===== src/rtl/wb_arbiter_rr.sv =====
// Round-robin N:1 Wishbone classic arbiter with a per-transfer watchdog.
// The owner keeps the bus for its whole cyc; an unanswered strobe is errored after TIMEOUT cycles.

module wb_arbiter_rr_lane (
  input  logic own_i,
  input  logic ack_i,
  input  logic err_i,
  input  logic rty_i,
  output logic ack_o,
  output logic err_o,
  output logic rty_o
);
  assign ack_o = own_i & ack_i;
  assign err_o = own_i & err_i;
  assign rty_o = own_i & rty_i;
endmodule

module wb_arbiter_rr #(
  parameter  int NUM_MASTERS = 2,
  parameter  int TIMEOUT     = 255,
  localparam int GW          = (NUM_MASTERS > 2) ? $clog2(NUM_MASTERS) : 1
) (
  input  logic                      wb_clk_i,
  input  logic                      wb_rst_n_i,
  input  logic [32*NUM_MASTERS-1:0] wbm_adr_i,
  input  logic [32*NUM_MASTERS-1:0] wbm_dat_i,
  input  logic [4*NUM_MASTERS-1:0]  wbm_sel_i,
  input  logic [NUM_MASTERS-1:0]    wbm_we_i,
  input  logic [NUM_MASTERS-1:0]    wbm_cyc_i,
  input  logic [NUM_MASTERS-1:0]    wbm_stb_i,
  input  logic [3*NUM_MASTERS-1:0]  wbm_cti_i,
  input  logic [2*NUM_MASTERS-1:0]  wbm_bte_i,
  output logic [32*NUM_MASTERS-1:0] wbm_dat_o,
  output logic [NUM_MASTERS-1:0]    wbm_ack_o,
  output logic [NUM_MASTERS-1:0]    wbm_err_o,
  output logic [NUM_MASTERS-1:0]    wbm_rty_o,
  output logic [31:0]               wbs_adr_o,
  output logic [31:0]               wbs_dat_o,
  output logic [3:0]                wbs_sel_o,
  output logic                      wbs_we_o,
  output logic                      wbs_cyc_o,
  output logic                      wbs_stb_o,
  output logic [2:0]                wbs_cti_o,
  output logic [1:0]                wbs_bte_o,
  input  logic [31:0]               wbs_dat_i,
  input  logic                      wbs_ack_i,
  input  logic                      wbs_err_i,
  input  logic                      wbs_rty_i,
  output logic [GW-1:0]             grant_o,
  output logic                      grant_valid_o,
  output logic                      timeout_o
);
  localparam int WDW = (TIMEOUT > 0) ? $clog2(TIMEOUT + 1) : 1;

  typedef enum logic {IDLE, BUSY} state_t;

  typedef struct packed {
    logic [31:0] adr;
    logic [31:0] dat;
    logic [3:0]  sel;
    logic        we;
    logic [2:0]  cti;
    logic [1:0]  bte;
  } wb_req_t;

  state_t           state_q, state_d;
  logic [GW-1:0]    grant_q, grant_d;
  logic [GW-1:0]    last_q, last_d;
  logic [WDW-1:0]   wd_cnt_q, wd_cnt_d;

  logic             busy;
  logic             found;
  logic [GW-1:0]    winner;
  logic [GW-1:0]    cand;
  int               idx;
  logic [GW-1:0]    sel;
  logic             slv_term;
  logic             wd_fire;
  wb_req_t [NUM_MASTERS-1:0] req;
  wb_req_t          fwd;

  assign busy = (state_q == BUSY);

  for (genvar k = 0; k < NUM_MASTERS; k++) begin : g_lane
    assign req[k] = '{adr: wbm_adr_i[32*k +: 32], dat: wbm_dat_i[32*k +: 32],
                      sel: wbm_sel_i[4*k +: 4],   we:  wbm_we_i[k],
                      cti: wbm_cti_i[3*k +: 3],   bte: wbm_bte_i[2*k +: 2]};

    wb_arbiter_rr_lane u_lane (
      .own_i (busy && (grant_q == GW'(k))),
      .ack_i (wbs_ack_i),
      .err_i (wbs_err_i | wd_fire),
      .rty_i (wbs_rty_i),
      .ack_o (wbm_ack_o[k]),
      .err_o (wbm_err_o[k]),
      .rty_o (wbm_rty_o[k])
    );
  end

  // Rotating scan starting just after the last winner; the last winner itself is checked last.
  always_comb begin
    found  = 1'b0;
    winner = last_q;
    idx    = 0;
    cand   = '0;
    for (int i = 1; i <= NUM_MASTERS; i++) begin
      idx = int'(last_q) + i;
      if (idx >= NUM_MASTERS) idx = idx - NUM_MASTERS;
      cand = GW'(idx);
      if (!found && wbm_cyc_i[cand]) begin
        found  = 1'b1;
        winner = cand;
      end
    end
  end

  always_comb begin
    state_d = state_q;
    grant_d = grant_q;
    last_d  = last_q;
    if (state_q == IDLE || !wbm_cyc_i[grant_q]) begin
      if (found) begin
        state_d = BUSY;
        grant_d = winner;
        last_d  = winner;
      end else begin
        state_d = IDLE;
      end
    end
  end

  assign sel = busy ? grant_q : '0;
  assign fwd = req[sel];

  assign slv_term = wbs_ack_i | wbs_err_i | wbs_rty_i;
  // A real slave termination in the firing cycle wins over the watchdog.
  assign wd_fire  = (TIMEOUT != 0) && busy && wbm_stb_i[grant_q] &&
                    (wd_cnt_q == WDW'(TIMEOUT)) && !slv_term;

  always_comb begin
    wd_cnt_d = wd_cnt_q;
    if (!wbs_stb_o || slv_term || (TIMEOUT == 0)) wd_cnt_d = '0;
    else                                           wd_cnt_d = wd_cnt_q + 1'b1;
  end

  assign wbs_adr_o     = fwd.adr;
  assign wbs_dat_o     = fwd.dat;
  assign wbs_sel_o     = fwd.sel;
  assign wbs_we_o      = fwd.we;
  assign wbs_cti_o     = fwd.cti;
  assign wbs_bte_o     = fwd.bte;
  assign wbs_cyc_o     = busy & wbm_cyc_i[grant_q];
  assign wbs_stb_o     = busy & wbm_stb_i[grant_q] & ~wd_fire;

  assign wbm_dat_o     = {NUM_MASTERS{wbs_dat_i}};
  assign grant_o       = grant_q;
  assign grant_valid_o = busy;
  assign timeout_o     = wd_fire;

  always_ff @(posedge wb_clk_i) begin
    if (!wb_rst_n_i) begin
      state_q  <= IDLE;
      grant_q  <= '0;
      last_q   <= GW'(NUM_MASTERS - 1);
      wd_cnt_q <= '0;
    end else begin
      state_q  <= state_d;
      grant_q  <= grant_d;
      last_q   <= last_d;
      wd_cnt_q <= wd_cnt_d;
    end
  end
endmodule

===== config.mk =====
export PLATFORM = sky130hd
export DESIGN_NAME = wb_arbiter_rr
export DESIGN_NICKNAME = d
export VERILOG_FILES = /design/src/rtl/wb_arbiter_rr.sv
export SDC_FILE = /design/constraint.sdc
export NUM_CORES = 1
export LEC_CHECK = 0
export ABC_AREA = 1
export CAP_MARGIN = 20
export CORE_AREA = 2 2 130 132
export DETAILED_ROUTE_END_ITERATION = 10
export DIE_AREA = 0 0 132 134
export SLEW_MARGIN = 30
export SYNTH_ARGS = -nofsm -noshare
export SYNTH_HDL_FRONTEND = slang
export SYNTH_SLANG_ARGS = --single-unit

===== constraint.sdc =====
create_clock -name wb_clk_i -period 2.1 [get_ports wb_clk_i]
set_input_delay 0.525 -clock wb_clk_i [delete_from_list [all_inputs] [get_ports wb_clk_i]]
set_output_delay 0.525 -clock wb_clk_i [all_outputs]
set_load 0.05 [all_outputs]

==> run summary, run 1 <==
status -> completed
Peak supply drop -> 0.0004755 V
Buf+Inv Stages, Crit Path -> 2
CP Cell Sequence -> clkdlybuf4s15_1 -> nor2_2 -> nand2_4 -> nor2_4 -> nand3_4 -> a21oi_4 -> buf_12
grt ovf -> 0
Power Density -> 408.7 nW/um^2
fill cell count -> 1726
TritonCTS clock tree -> built
Max Fanout on Critical Path -> 3
Worst Hold Class -> reg2reg
register area share after synthesis -> 0.1071
level count of the clock H-tree -> 1
Syn Area/Cell -> 5.088 sq um
GRT Total Usage -> 0.1075
CP Data Required Time -> 1.57 ns
NetSw -> 0.8870 mW
fin. max-slew vios -> 0
antenna diode count -> 0
Net Count, Synth -> 594
DRT Wirelength -> 10.48 mm
die footprint -> 17690 sq um
DRC Markers -> 0
Hold Slack -> 0.5000 ns
area of the mapped netlist -> 2056 sq um
layout cells sized above 1 -> 0.2163
initial antenna violation count -> 0
clock-pin slew on the worst setup and hold paths -> 0.04 ns
IO Pins -> 338
power share of the combinational group -> 0.733
Gate Count Post-Synth -> 404
site row count -> 47
yosys warns -> 0
largest net degree at the start of global routing -> 49
final setup fails -> 0
Static Leak -> 2.462 nW
max_cap viols -> 0
Core ar. -> 16290 sq um
routability cong. -> 0.7776
Setup WS post-layout -> 0.07619 ns
TritonCTS buffer count -> 3
Antenna Nets Post-Route -> 0
Nets -> 769
CP arrival -> 1.50 ns
Root Buffer -> clkbuf_16
total power -> 2.167 mW
sw frac -> 0.4093
first-pass GRT wire length -> 15.17 mm
Worst Min Path Start -> last_q$_SDFFE_PN1P_
clk_lat worst skew -> 0.24 ns
Starting Density -> 0.1262
CP Capture Type -> primary output
type of origin of the critical path -> input pin
I/O Buffers -> 241
Vias/cell -> 3.629
skew final -> 0.003468 ns
TritonRoute pass-1 iters -> 4
Critical Path Start -> wbs_ack_i
Reg-to-Reg Start -> wd_cnt_q[1]$_SDFF_PP0_
fmax -> 494.1 MHz
Tcrit/Tclk final -> 0.9637
minimum clock period -> 2.024 ns
WL/cell -> 13.14 microns
chip height -> 134 microns
vias -> 2896
Post-Place Worst Slack -> -0.2515 ns
CTS Sinks -> 11
Yosys cell types -> 16
clock buffer depth -> 2
CP max stage delay -> 0.20 ns
DP HPWL -> 8.646 mm
Rel. slew slack -> 0.8107
Clock power frac -> 0.163
Die W -> 132 microns
FF+latch count, synth -> 11
CP top delay family -> simple AND/OR/NAND/NOR gates
CP Class -> in2out
Pint -> 1.280 mW
Slowest-stage cell, CP -> a21oi_4
Starting DRT DRC Count -> 71
vias in the first global route -> 2805
Flop pwr share -> 0.104
Final Hold Violating Endpoints -> 0
Layout area overhead -> 157.9%
worst slew pin tran -> 0.2840 ns
==> cell families after synthesis <==
kind of cell | after synthesis | share of synthesized area
simple gates | 275 | 0.5174
fa+ha+maj | 1 | 0.006085
flops | 11 | 0.1071
xor+xnor | 4 | 0.01705
compound gates | 4 | 0.009739
buf+inv | 109 | 0.3427
==> power by group through the flow <==
stage	Combinational [mW]	Clock, mW	Sequential [mW]
after floorplan	0.967	0	0.237
after global placement	1.57	0	0.228
after detailed placement	1.57	0	0.228
after CTS	1.59	0.359	0.225
after global routing	1.66	0.372	0.226
final	1.59	0.353	0.224
==> routing by layer <==
metal | vias to the layer above | track usage | wire [microns]
met1 | 1202 | 0.1048 | 3478
met3 | 18 | 0.05178 | 1296
met2 | 198 | 0.2092 | 5588
met4 | 0 | 0.01510 | 119
li1 | 1478 | - | -
met5 | - | 0 | 0
==> cell type report <==
class,count,area (sq um),area share
Timing Repair Buffer,256,3396,0.6404
Sequential cell,11,224.0,0.04224
Clock buffer,4,78.83,0.01487
Inverter,23,88.84,0.01675
Multi-Input combinational cell,284,1240,0.2338
Tap cell,220,275.3,0.05191
==> metrics by stage <==
step | util | std cells | cell area, sq um | setup TNS (ns)
finish | 0.3255 | 798 | 5303 | 0
global route | 0.3255 | 798 | 5303 | -0.0005086
CTS | 0.3212 | 796 | 5233 | 0
detailed placement | 0.3089 | 785 | 5031 | -0.8151
global placement | 0.3089 | 785 | 5031 | -0.7177
floorplan | - | 404 | 2066 | 0
==> worst paths after layout <==
kind,cells past startpoint,to,slack (ns)
worst max-delay path,7,wbm_err_o[0],0.08
worst min-delay path,2,last_q$_SDFFE_PN1P_,0.50
worst max register to register,6,wd_cnt_q[6]$_SDFF_PP0_,0.91
worst min register to register,2,last_q$_SDFFE_PN1P_,0.50
==> placed cells by master, fill, tap and decap left out, types with 2 or more instances in the layout <==
| cell type | netlist | layout |
|---|---|---|
| a21oi_1 | 4 | 2 |
| a21oi_4 | 0 | 2 |
| buf_12 | 0 | 85 |
| buf_4 | 77 | 12 |
| clkbuf_16 | 0 | 4 |
| clkdlybuf4s50_1 | 0 | 151 |
| dfxtp_1 | 11 | 8 |
| dfxtp_2 | 0 | 3 |
| dlygate4sd2_1 | 0 | 3 |
| inv_1 | 22 | 20 |
| inv_2 | 1 | 2 |
| nand2_1 | 241 | 237 |
| nand2_2 | 1 | 4 |
| nand3_1 | 10 | 8 |
| nand3_4 | 0 | 2 |
| nand4_1 | 3 | 3 |
| nor2_1 | 19 | 15 |
| nor2_4 | 0 | 3 |
| xnor2_1 | 3 | 3 |
==> sequential cells by signal, indices dropped and copies added, names as in the netlist <==
| signal | count |
|---|---|
| grant_o | 1 |
| grant_valid_o | 1 |
| last_q | 1 |
| wd_cnt_q | 8 |
==> timing repair <==
action	4_1_cts	5_1_grt
hold buffers	0	0
gates resized for setup	25	11
pin swaps	7	6
buffers inserted	7	1
setup endpoints to repair	6	21
gates cloned	0	1
==> worst min-delay path, cell delays in order, from the launching register on <==
cell and delay (ns):
dfxtp_1 0.31, nand2_1 0.06, nand3_1 0.07
==> synthesized netlist by cell type <==
library cell / n / share of area
nand2_1: 241 / 0.44
buf_4: 77 / 0.28
inv_1: 22 / 0.040
nor2_1: 19 / 0.035
dfxtp_1: 11 / 0.11
nand3_1: 10 / 0.024
buf_2: 5 / 0.012
a21oi_1: 4 / 0.0097
clkbuf_1: 4 / 0.0073
nand4_1: 3 / 0.0091
xnor2_1: 3 / 0.013
ha_1: 1 / 0.0061
inv_2: 1 / 0.0018
nand2_2: 1 / 0.0030
nand4_2: 1 / 0.0061
xor2_1: 1 / 0.0043
Note: power is estimated with default switching activity, not from simulation.
==> run 2: changes to the inputs <==
--- a/config.mk
+++ b/config.mk
@@ -10,6 +10,7 @@
 export CORE_AREA = 2 2 130 132
 export DETAILED_ROUTE_END_ITERATION = 10
 export DIE_AREA = 0 0 132 134
+export REMOVE_ABC_BUFFERS = 1
 export SLEW_MARGIN = 30
 export SYNTH_ARGS = -nofsm -noshare
 export SYNTH_HDL_FRONTEND = slang
==> run 2 against run 1 <==
Against the previous run: cell area is 0.31% lower; wire length is 17% higher; via count is 3.8% higher; highest routed layer is now met5; clock power is 3% lower; utilization is 0.10 points lower; global-route usage is 1.7 points higher; setup slack worse by 0.037 ns.
==> run summary, run 2 (synthesis gave the netlist of run 1 again) <==
Final Non-Filler Cells -> 802 (+0.50%)
sw frac -> 0.4058 (-0.003437)
TritonCTS buffer count -> 3 (unchanged)
power share of the combinational group -> 0.738 (+0.005)
Static Leak -> 2.473 nW (+0.44%)
Tcrit/Tclk final -> 0.9812 (+0.01751)
worst slew pin tran -> 0.2925 ns (+0.008516 ns)
grt ovf -> 0 (unchanged)
CP Data Required Time -> 1.57 ns (about the same)
I/O Buffers -> 241 (unchanged)
Nets -> 773 (+0.52%)
level count of the clock H-tree -> 1 (unchanged)
clock-pin slew on the worst setup and hold paths -> 0.04 ns (about the same)
CP Capture Type -> primary output
CP max stage delay -> 0.33 ns (+0.13 ns)
Vias/cell -> 3.747 (+3.2%)
CP arrival -> 1.54 ns (+0.04 ns)
antenna diode count -> 0 (unchanged)
DRT Wirelength -> 12.31 mm (+17%)
Clock power frac -> 0.159 (-0.004)
chip height -> 134 microns (unchanged)
WL/cell -> 15.34 microns (+17%)
max reg flops -> 8 (unchanged)
Root Buffer -> clkbuf_16
Die W -> 132 microns (unchanged)
NetSw -> 0.8747 mW (-1.4%)
routability cong. -> 0.7673 (-1.3%)
CP top delay family -> simple AND/OR/NAND/NOR gates
most used cell, CP -> nand3_4
final setup fails -> 0 (unchanged)
skew final -> 0.001869 ns (-0.001599 ns)
fill cell count -> 1707 (-1.1%)
Finished Core Util -> 0.3245 (-0.0009980)
Starting Density -> 0.1262 (unchanged)
largest net degree at the start of global routing -> 66 (+35%)
Slowest-stage cell, CP -> dfxtp_1
fmax -> 485.3 MHz (-1.8%)
commonest non-fill, non-tap cell in the layout -> nand2_1
vias -> 3005 (+3.8%)
clock buffer depth -> 2 (unchanged)
CP Cell Sequence -> ha_2 -> nand3_4 -> nor2_4 -> nand3_4 -> a21oi_4 -> buf_12
Power Density -> 407.7 nW/um^2 (-0.25%)
Buf+Inv Stages, Crit Path -> 1 (-1)
Worst Hold Class -> reg2reg
fin. max-slew vios -> 0 (unchanged)
area of the multi-input gates -> 1202 sq um (-3.0%)
Flop pwr share -> 0.104 (about the same)
Peak supply drop -> 0.0002688 V (-43%)
Antenna Nets Post-Route -> 0 (unchanged)
clk_lat worst skew -> 0.23 ns (about the same)
Layout area overhead -> 157.2%
vias in the first global route -> 2765 (-1.4%)
Final Hold Violating Endpoints -> 0 (unchanged)
first-pass GRT wire length -> 17.01 mm (+12%)
Pint -> 1.281 mW (about the same)
type of origin of the critical path -> flop
Largest Register -> wd_cnt_q
Max Fanout on Critical Path -> 3 (unchanged)
TritonCTS clock tree -> built
DRC Markers -> 0 (unchanged)
Core ar. -> 16290 sq um (unchanged)
CP Class -> reg2out
Rel. slew slack -> 0.8050 (-0.005677)
die footprint -> 17690 sq um (unchanged)
IO Pins -> 338 (unchanged)
TritonRoute pass-1 iters -> 5 (+1)
most frequent cells in the layout -> nand2_1, clkdlybuf4s50_1, buf_12
CTS Sinks -> 11 (unchanged)
Hold Slack -> 0.5019 ns (+0.001902 ns)
GRT Total Usage -> 0.1245 (+0.01692)
status -> completed
max_cap viols -> 0 (unchanged)
initial antenna violation count -> 0 (unchanged)
site row count -> 47 (unchanged)
minimum clock period -> 2.061 ns (+0.03677 ns)
layout cells sized above 1 -> 0.2096 (-0.006641)
FF/Latch Area -> 222.7 sq um (-0.56%)
Inst Count DP -> 790 (+0.64%)
DP HPWL -> 9.913 mm (+15%)
Starting DRT DRC Count -> 91 (+28%)
-- run 2: cell count changes in the layout (fill, tap and decap cells not counted), sizes merged --
cell / previous run / this run
buf: 99 / 103
-- run 2: power groups by stage --
stage | sequential (mW) | combinational (mW) | clock (mW)
2_1_floorplan | 0.236 | 0.618 | 0
3_3_place_gp | 0.226 | 1.58 | 0
3_5_place_dp | 0.226 | 1.58 | 0
4_1_cts | 0.223 | 1.59 | 0.347
5_1_grt | 0.224 | 1.66 | 0.358
6_report | 0.223 | 1.59 | 0.342
-- run 2: worst min-delay path, stage by stage, from the launching register on --
cell	delay (ns)
dfxtp_1	0.32
nand2_1	0.07
nand3_1	0.06
-- run 2: cell type report --
class,instances,area share
sequential,11,0.04213
inverter,23,0.01680
tap,220,0.05207
multi-input combinational,284,0.2275
clock buffer,4,0.01491
timing repair buffer,260,0.6466
-- run 2: path summary, 6_finish.rpt --
path	startpoint	end	slack, ns	depth (start not counted)
min	last_q$_SDFFE_PN1P_	last_q$_SDFFE_PN1P_	0.50	2
max	wd_cnt_q[1]$_SDFF_PP0_	wbm_err_o[1]	0.04	6
min reg2reg	last_q$_SDFFE_PN1P_	last_q$_SDFFE_PN1P_	0.50	2
max reg2reg	grant_valid_o$_SDFFE_PN0N_	wd_cnt_q[6]$_SDFF_PP0_	0.87	6
-- run 2: timing repair --
| item | in CTS | in global routing |
|---|---|---|
| gates resized for setup | 12 | 15 |
| hold buffers | 0 | 0 |
| pin swaps | 8 | 7 |
| setup buffers | 6 | 1 |
| setup endpoints to repair | 14 | 32 |
| cloned | 0 | 1 |
-- run 2: per-stage QoR --
| step | area, sq um | power (mW) | setup slack (ns) | TNS [ns] |
|---|---|---|---|---|
| finish | 5286 | 2.155 | 0.03942 | 0 |
| global route | 5286 | 2.243 | -0.04293 | -0.06639 |
| CTS | 5196 | 2.164 | 0.008083 | 0 |
| detailed placement | 5059 | 1.810 | -0.1924 | -0.5906 |
| global placement | 5059 | 1.806 | -0.1933 | -0.5874 |
| floorplan | 1438 | 0.8541 | -1.188 | -91.14 |
-- run 2: layer usage --
layer	global-route usage	up-vias	share of wire
li1	-	1484	-
met1	0.1501	1291	0.38
met2	0.1817	209	0.46
met3	0.08579	19	0.15
met4	0.01812	2	0.010
met5	0.03611	-	0.0046
